File: src/rtl/imem_dmem_loader.sv
`default_nettype none
// ============================================================================
// Module   : imem_dmem_loader
// Brief    : Boot loader that frames a byte stream into little-endian words,
//            writes instruction/data memory and gates the CPU reset.
// Revision : 1.0 - initial release
// ============================================================================
module imem_dmem_loader #(
    parameter int ADDR_W = 5
) (
    input  logic        clk_i,
    input  logic        rst_i,
    input  logic        rx_valid_i,
    input  logic [7:0]  rx_data_i,
    output logic        rx_ready_o,
    output logic        mem_we_o,
    output logic        mem_sel_o,
    output logic [31:0] mem_addr_o,
    output logic [31:0] mem_data_o,
    output logic        cpu_rst_n_o,
    output logic        busy_o,
    output logic        err_o
);

    typedef enum logic [2:0] {
        S_IDLE  = 3'd0,
        S_ADDR  = 3'd1,
        S_DATA  = 3'd2,
        S_WRITE = 3'd3,
        S_RUN   = 3'd4
    } state_t;

    localparam logic [ADDR_W-1:0] c_addr_max = '1;

    state_t            r_state;
    logic              r_target;
    logic [6:0]        r_remaining;
    logic [ADDR_W-1:0] r_waddr;
    logic [1:0]        r_byte_cnt;
    logic [23:0]       r_word;

    logic w_accept;
    assign w_accept = rx_valid_i & rx_ready_o;

    always_ff @(posedge clk_i or negedge rst_i) begin
        if (!rst_i) begin
            r_state     <= S_IDLE;
            r_target    <= 1'b0;
            r_remaining <= '0;
            r_waddr     <= '0;
            r_byte_cnt  <= '0;
            r_word      <= '0;
            rx_ready_o  <= 1'b1;
            mem_we_o    <= 1'b0;
            mem_sel_o   <= 1'b0;
            mem_addr_o  <= '0;
            mem_data_o  <= '0;
            cpu_rst_n_o <= 1'b0;
            busy_o      <= 1'b0;
            err_o       <= 1'b0;
        end else begin
            case (r_state)
                S_IDLE: begin
                    if (w_accept) begin
                        if (rx_data_i == 8'h00) begin
                            cpu_rst_n_o <= 1'b1;
                            r_state     <= S_RUN;
                        end else if (rx_data_i[6:0] != 7'd0) begin
                            // A zero word count (0x80) is not a legal frame and is dropped.
                            r_target    <= rx_data_i[7];
                            r_remaining <= rx_data_i[6:0];
                            busy_o      <= 1'b1;
                            r_state     <= S_ADDR;
                        end
                    end
                end
                S_ADDR: begin
                    if (w_accept) begin
                        r_waddr    <= rx_data_i[ADDR_W-1:0];
                        r_byte_cnt <= '0;
                        r_state    <= S_DATA;
                    end
                end
                S_DATA: begin
                    if (w_accept) begin
                        r_word <= {rx_data_i, r_word[23:8]};
                        if (r_byte_cnt == 2'd3) begin
                            mem_data_o <= {rx_data_i, r_word};
                            mem_addr_o <= {{(30-ADDR_W){1'b0}}, r_waddr, 2'b00};
                            mem_sel_o  <= r_target;
                            mem_we_o   <= 1'b1;
                            rx_ready_o <= 1'b0;
                            r_byte_cnt <= '0;
                            r_state    <= S_WRITE;
                        end else begin
                            r_byte_cnt <= r_byte_cnt + 2'd1;
                        end
                    end
                end
                S_WRITE: begin
                    mem_we_o    <= 1'b0;
                    rx_ready_o  <= 1'b1;
                    r_waddr     <= r_waddr + 1'b1;
                    r_remaining <= r_remaining - 7'd1;
                    // Flag only when a further word of this frame lands on a wrapped address.
                    if (r_waddr == c_addr_max && r_remaining != 7'd1) begin
                        err_o <= 1'b1;
                    end
                    if (r_remaining == 7'd1) begin
                        busy_o  <= 1'b0;
                        r_state <= S_IDLE;
                    end else begin
                        r_state <= S_DATA;
                    end
                end
                S_RUN: begin
                    if (w_accept && rx_data_i == 8'h00) begin
                        cpu_rst_n_o <= 1'b0;
                        r_state     <= S_IDLE;
                    end
                end
                default: begin
                    r_state <= S_IDLE;
                end
            endcase
        end
    end

endmodule
`default_nettype wire

File: config.mk
export PLATFORM = sky130hd
export DESIGN_NAME = imem_dmem_loader
export DESIGN_NICKNAME = d
export VERILOG_FILES = /design/src/rtl/imem_dmem_loader.sv
export SDC_FILE = /design/constraint.sdc
export NUM_CORES = 1
export LEC_CHECK = 0
export CORE_MARGIN = 1.5
export CORE_UTILIZATION = 46
export DETAILED_ROUTE_END_ITERATION = 10
export PLACE_DENSITY_LB_ADDON = 0.2
export SKIP_CTS_REPAIR_TIMING = 1
export SYNTH_ARGS = -nofsm -noshare
export SYNTH_HDL_FRONTEND = slang
export SYNTH_SLANG_ARGS = --single-unit
File: constraint.sdc
create_clock -name clk_i -period 1.69 [get_ports clk_i]
set_input_delay 0.338 -clock clk_i [delete_from_list [all_inputs] [get_ports clk_i]]
set_output_delay 0.338 -clock clk_i [all_outputs]
set_load 0.02 [all_outputs]
==> results of run 1 <==
worst reg2reg max path, cell delays in order (launching register included):
cell and delay, ns:
dfstp_2 0.60, nand4b_4 0.13, nor2_4 0.10, and2_4 0.19, buf_12 0.16, mux2_2 0.35
logic make-up (layout without fill, tap and decap cells):
| group | Yosys count | after routing | synth area share, % |
|---|---|---|---|
| DFF | 85 | 85 | 55.95 |
| and+or+nand+nor | 65 | 65 | 10.00 |
| AOI/OAI and AO/OA | 27 | 27 | 5.033 |
| other | 1 | 27 | 0.09859 |
| adders and majority gates | 5 | 5 | 1.645 |
| muxes | 64 | 64 | 19.01 |
| xor gates and xnor gates | 1 | 1 | 0.2303 |
| buffers and inverters | 45 | 108 | 8.026 |
cell usage after synthesis, drive strengths merged, types with 2 or more instances:
cell type	instances
a21oi	8
a31oi	2
and2	2
and3	2
and3b	2
buf	38
clkbuf	2
dfrtp	84
ha	5
inv	5
mux2	63
nand2	18
nand3	17
nand3b	2
nand4b	2
nor2	7
nor3	3
nor4	3
o211ai	7
o21ai	5
o221a	2
or3	2
layer usage:
metal / wire length (microns) / GRT usage [%] / part of all wire [%]
met1: 3558 / 25.81 / 48
met2: 3453 / 28.14 / 47
met3: 278 / 3.155 / 3.8
met4: 91 / 6.716 / 1.2
met5: 0 / 0 / 0
power groups by stage:
stage | Combinational, mW | Sequential, mW | Clock [mW]
3_3_place_gp | 3.24 | 3.56 | 0
6_report | 3.26 | 3.53 | 1.59
5_1_grt | 3.51 | 3.68 | 1.70
4_1_cts | 3.32 | 3.55 | 1.63
3_5_place_dp | 3.31 | 3.58 | 0
2_1_floorplan | 1.40 | 4.01 | 0
final cells by class:
cell class	instances	share of cell area [%]
clock buffer	10	2.599
clock inverter	6	1.911
inverter	5	0.3823
multi-input combinational	189	30.38
sequential	85	43.35
tap	102	2.599
timing repair buffer	87	18.78
placed cells by master, fill, tap and decap left out, types with 4 or more instances in the layout:
master / instances
a21oi_1: 8
buf_12: 5
buf_4: 28
clkbuf_8: 9
clkdlybuf4s50_1: 24
conb_1: 27
dfrtp_1: 84
dlymetal6s2s_1: 28
ha_1: 5
inv_1: 5
mux2_2: 56
mux2_4: 5
nand2_1: 18
nand3_1: 17
nor2_1: 6
o211ai_1: 6
o21ai_0: 4
state kept, by name (all words and copies together) (netlist names), 2 cells and up:
register,flops
r_remaining,7
r_byte_cnt,2
r_state,3
r_word,24
mem_data_o,32
r_waddr,5
mem_addr_o,5
path summary, 6_finish.rpt:
kind	to	cells past startpoint	from
setup / recovery	cpu_rst_n_o	1	cpu_rst_n_o
hold reg to reg	mem_data_o[1]	1	mem_data_o[1]
max in group asynchronous	rx_ready_o	3	rst_i
hold / removal	mem_data_o[24]	3	rx_data_i[0]
setup reg to reg	mem_addr_o[5]	5	rx_ready_o
min in group asynchronous	r_word[13]	2	rst_i
stage by stage:
stage          power (mW)  setup TNS, ns
4_1_cts             8.500        -0.2369
3_5_place_dp        6.885         -18.48
3_3_place_gp        6.807         -17.79
2_1_floorplan       5.411         -1.718
5_1_grt             8.891        -0.5954
6_report            8.386              0
==> out/results.ini, run 1 <==
[pwr]
p_leak_nw=2.442
p_clk_share_pct=19.0
vdd_ir_drop_max_mv=0.9105
p_comb_share_pct=38.8
p_sw_share_pct=33.34
p_per_area_nw_per_um2=1708
switchingPower_mw=2.796
power_frac_seq_pct=42.1
p_int_mw=5.590

[grt]
grt_overflow=0
grt_util_all_layers_pct=18.22
antenna_found_initial=0
grt_first_pass_wirelength_microns=12270
grt_max_degree=35
grt_pass1_vias=2431

[synth]
synth_top_cell_by_area=dfrtp_1
synth_warnings=0
synth_edf_count=0
syn_area_per_cell_sq_um=12.98
synth-main-ff-cell=dfrtp_1
ys_async_sr_fraction_pct=100.0
netlist.area_leader.share_pct=55.26
synth_area_sq_um=3804
netlist-cell-type-count=44
syn_inst=293
synth_area_leaders=dfrtp_1 (55%), mux2_2 (18%), buf_4 (5.5%)
synth_seq_cells=85
ys_seq_area_share_pct=55.95

[floorplan]
coreArea_sq_um=7848
initial_core_util_pct=48.47
die_x_microns=93.93
die_y_microns=93.93
row_count=32
io_pins=81
dieArea_sq_um=8823

[sta]
fin_hold_ws_ns=0.4315
slew_viol_final=0
finalCriticalPeriod_ns=1.656
worst_slack_ns=0.03388
period_share_pct=98.00
finClkSkew_ns=0.007625
setup_viol=0
worst_slew_pin_slew_ns=0.5041
hold_viol=0
max_freq_mhz=603.8
timing.slew.headroom_pct=66.40
rsz0062_at_grt=true

[setup_path]
crit_family=buffers and inverters
crit_path_end_kind=primary output
r2r_slack_ns=0.05
cp_cell_sequence=clkdlybuf4s50_1
cp-start-kind=flip-flop
crit_required_ns=1.35
cpPeakStageDelay_ns=0.61
critPathKind=reg -> out
path_buf_inv=1
arrival_ns=1.32
cp_slowest_cell=clkdlybuf4s50_1
worstPathMaxFanout=2

[detailed_routing]
first_pass_iters=4
vias=2484
ant_nets=0
viasPerCell=5.132
drc=0
drt_iter0_markers=82
wl_microns=7381
wl_per_cell_microns=15.25

[clock_network]
cts_tree=yes
clk_pin_slew_ns=0.08
cts_buffer_depth=2
root_buffer=clkbuf_8
numCtsBuffers=9
clock-sinks=85
clock_latency_ns=0.35
htree_levels=3

[finish]
fillers=644
syn_to_final_growth_pct=29.08
final_area_sq_um=4910
n_antenna_cell=0
drive_gt1_share_pct=32.20
ff_latch_area_sq_um=2128
fin_util_pct=62.56
multi_input_area_sq_um=1491
final_cells=484
nNetsFinal=393

[place]
post-place-ws_ns=-0.3395
dp_cells=467
dpl.hpwl_microns=5308
routabilityCongestion=0.8549
port_buffers=53
dpl_cell_area_sq_um=4583

[job]
cap_viol_max_count=0

[status]
status=finished, final reports clean

[hold_path]
hold_path_class=in -> reg

Power figures use the tool's default switching activity.
==> run 2: changes to the inputs <==
--- a/config.mk
+++ b/config.mk
@@ -8,6 +8,7 @@
 export CORE_MARGIN = 1.5
 export CORE_UTILIZATION = 46
 export DETAILED_ROUTE_END_ITERATION = 10
+export MAX_ROUTING_LAYER = met4
 export PLACE_DENSITY_LB_ADDON = 0.2
 export SKIP_CTS_REPAIR_TIMING = 1
 export SYNTH_ARGS = -nofsm -noshare
==> run 2 against run 1 <==
Final area rose by 0.10%. Combinational power down 2%. Final cell count is 0.21% lower. Worst hold slack better by 0.0066 ns. First-iteration DRC count grew 44%. Fmax down 1.4%. Core utilization is 0.064 points higher. Largest cell class unchanged. Largest power group unchanged.
==> out/results.ini, run 2 (synthesis results as in run 1) <==
[clock_network]
cts_buffer_depth=2  ; unchanged
clock_latency_ns=0.35  ; about the same
clk_pin_slew_ns=0.09  ; about the same
root_buffer=clkbuf_8
cts_tree=yes
htree_levels=3  ; unchanged
clock-sinks=85  ; unchanged
numCtsBuffers=9  ; unchanged

[floorplan]
row_count=32  ; unchanged
coreArea_sq_um=7848  ; unchanged
die_x_microns=93.93  ; unchanged
io_pins=81  ; unchanged
dieArea_sq_um=8823  ; unchanged
initial_core_util_pct=48.47  ; unchanged
die_y_microns=93.93  ; unchanged

[setup_path]
reg2reg_depth=5  ; unchanged
r2r_slack_ns=0.04  ; about the same
cp_slowest_cell=or4_4
cp-start-kind=input port
crit_path_end_kind=flip-flop
cpPeakStageDelay_ns=0.58  ; -0.03 ns
critPathKind=in -> reg
arrival_ns=1.92  ; +0.60 ns
r2r-end=mem_data_o[30]
reg2reg_from=rx_ready_o
crit_family=simple AND/OR/NAND/NOR gates
worstPathMaxFanout=3  ; +1
crit_start=rx_data_i[1]
crit_required_ns=1.93  ; +0.58 ns
cp_cell_sequence=clkdlybuf4s50_1 -> or4_4 -> o211ai_4 -> mux2_4
path_buf_inv=1  ; unchanged

[detailed_routing]
vias=2492  ; +0.32%
wl_microns=7458  ; +1.0%
wl_per_cell_microns=15.44  ; +1.3%
first_pass_iters=4  ; unchanged
ant_nets=0  ; unchanged
drt_iter0_markers=118  ; +44%
viasPerCell=5.159  ; +0.53%
drc=0  ; unchanged

[finish]
nNetsFinal=392  ; -0.25%
final_common_cell=dfrtp_1
largest_reg_flops=32  ; unchanged
layout_common_cells=dfrtp_1 (84), mux2_2 (60), dlymetal6s2s_1 (35)
top_regs=mem_data_o x32, r_word x24, r_remaining x7
fin_util_pct=62.63  ; +0.064 points
final_area_sq_um=4915  ; +0.10%
syn_to_final_growth_pct=29.21
drive_gt1_share_pct=32.28  ; +0.085 points
regMostFlops=mem_data_o
n_antenna_cell=0  ; unchanged

[grt]
grt_first_pass_wirelength_microns=12570  ; +2.5%
grt_max_degree=35  ; unchanged
antenna_found_initial=0  ; unchanged
grt_util_all_layers_pct=19.33  ; +1.1 points
grt_pass1_vias=2457  ; +1.1%
grt_overflow=0  ; unchanged

[pwr]
vdd_ir_drop_max_mv=0.9764  ; +7.2%
p_per_area_nw_per_um2=1703  ; -0.28%
p_leak_nw=2.504  ; +2.5%

[sta]
tns_ns=0  ; unchanged
rsz0062_at_grt=true
period_share_pct=99.42  ; +1.4 points
setup_viol=0  ; unchanged
finClkSkew_ns=0.009436  ; +0.001811 ns
worst_slack_ns=0.009826  ; -0.02405 ns
hold_viol=0  ; unchanged
slew_viol_final=0  ; unchanged
finalCriticalPeriod_ns=1.680  ; +0.02405 ns
max_freq_mhz=595.2  ; -1.4%

[place]
post-place-ws_ns=-0.3761  ; -0.03667 ns
dpl_cell_area_sq_um=4568  ; -0.33%
routabilityCongestion=0.8838  ; +3.4%
port_buffers=53  ; unchanged
dpl.hpwl_microns=5467  ; +3.0%

[hold_path]
hold_path_class=in -> async

[job]
cap_viol_max_count=0  ; unchanged

[status]
status=finished, final reports clean

[run 2: area by class of cell]
class / instances / area (sq um)
inverter: 5 / 18.77
fill: 639 / 2933
timing repair buffer: 86 / 935.9
tap: 102 / 127.6
clock inverter: 6 / 93.84
clock buffer: 10 / 137.6
sequential: 85 / 2128
multi-input combinational: 189 / 1473
[run 2: worst max-delay path by stage]
stage / endpoint / slack, ns / cells after the start
6_report: r_target / 0.01 / 4
3_5_place_dp: r_remaining[1] / -0.38 / 6
3_3_place_gp: r_target / -0.32 / 4
2_1_floorplan: mem_data_o[10] / -0.09 / 6
5_1_grt: mem_data_o[22] / -0.03 / 5
4_1_cts: rx_ready_o / -0.23 / 1
[run 2: worst register-to-register path, stage by stage (launching register included)]
cell and delay (ns):
dfstp_2 0.61, nand4b_4 0.13, nor2_4 0.10, and2_4 0.19
buf_12 0.17, mux2_2 0.36
[run 2: layer usage]
layer / share of wire [%] / up-vias / wire length, microns / GRT usage (%)
met1: 46 / 1271 / 3409 / 26.04
met2: 49 / 66 / 3620 / 29.17
met4: 1.5 / 0 / 112 / 6.716
li1: - / 1143 / - / -
met3: 4.2 / 12 / 315 / 4.126
met5: 0 / - / 0 / -
[run 2: per-stage QoR]
| step | instances | hold WS, ns | power (mW) |
|---|---|---|---|
| detailed placement | 465 | 0.2775 | 6.894 |
| finish | 483 | 0.4381 | 8.371 |
| floorplan | 319 | 0.04241 | 5.411 |
| global route | 483 | 0.4603 | 8.898 |
| global placement | 465 | 0.2736 | 6.787 |
| CTS | 481 | -0.1132 | 8.541 |
[run 2: report_power, final]
part,internal [mW],switching [mW]
clock,0.888,0.729
sequential,2.94,0.606
combinational,1.75,1.45
total,5.58,2.79
==> run 3: changes to the inputs <==
--- a/config.mk
+++ b/config.mk
@@ -5,6 +5,7 @@
 export SDC_FILE = /design/constraint.sdc
 export NUM_CORES = 1
 export LEC_CHECK = 0
+export CAP_MARGIN = 20
 export CORE_MARGIN = 1.5
 export CORE_UTILIZATION = 46
 export DETAILED_ROUTE_END_ITERATION = 10
==> results of run 3 <==
The final DEF is identical to that of run 2; final timing and power are the same.
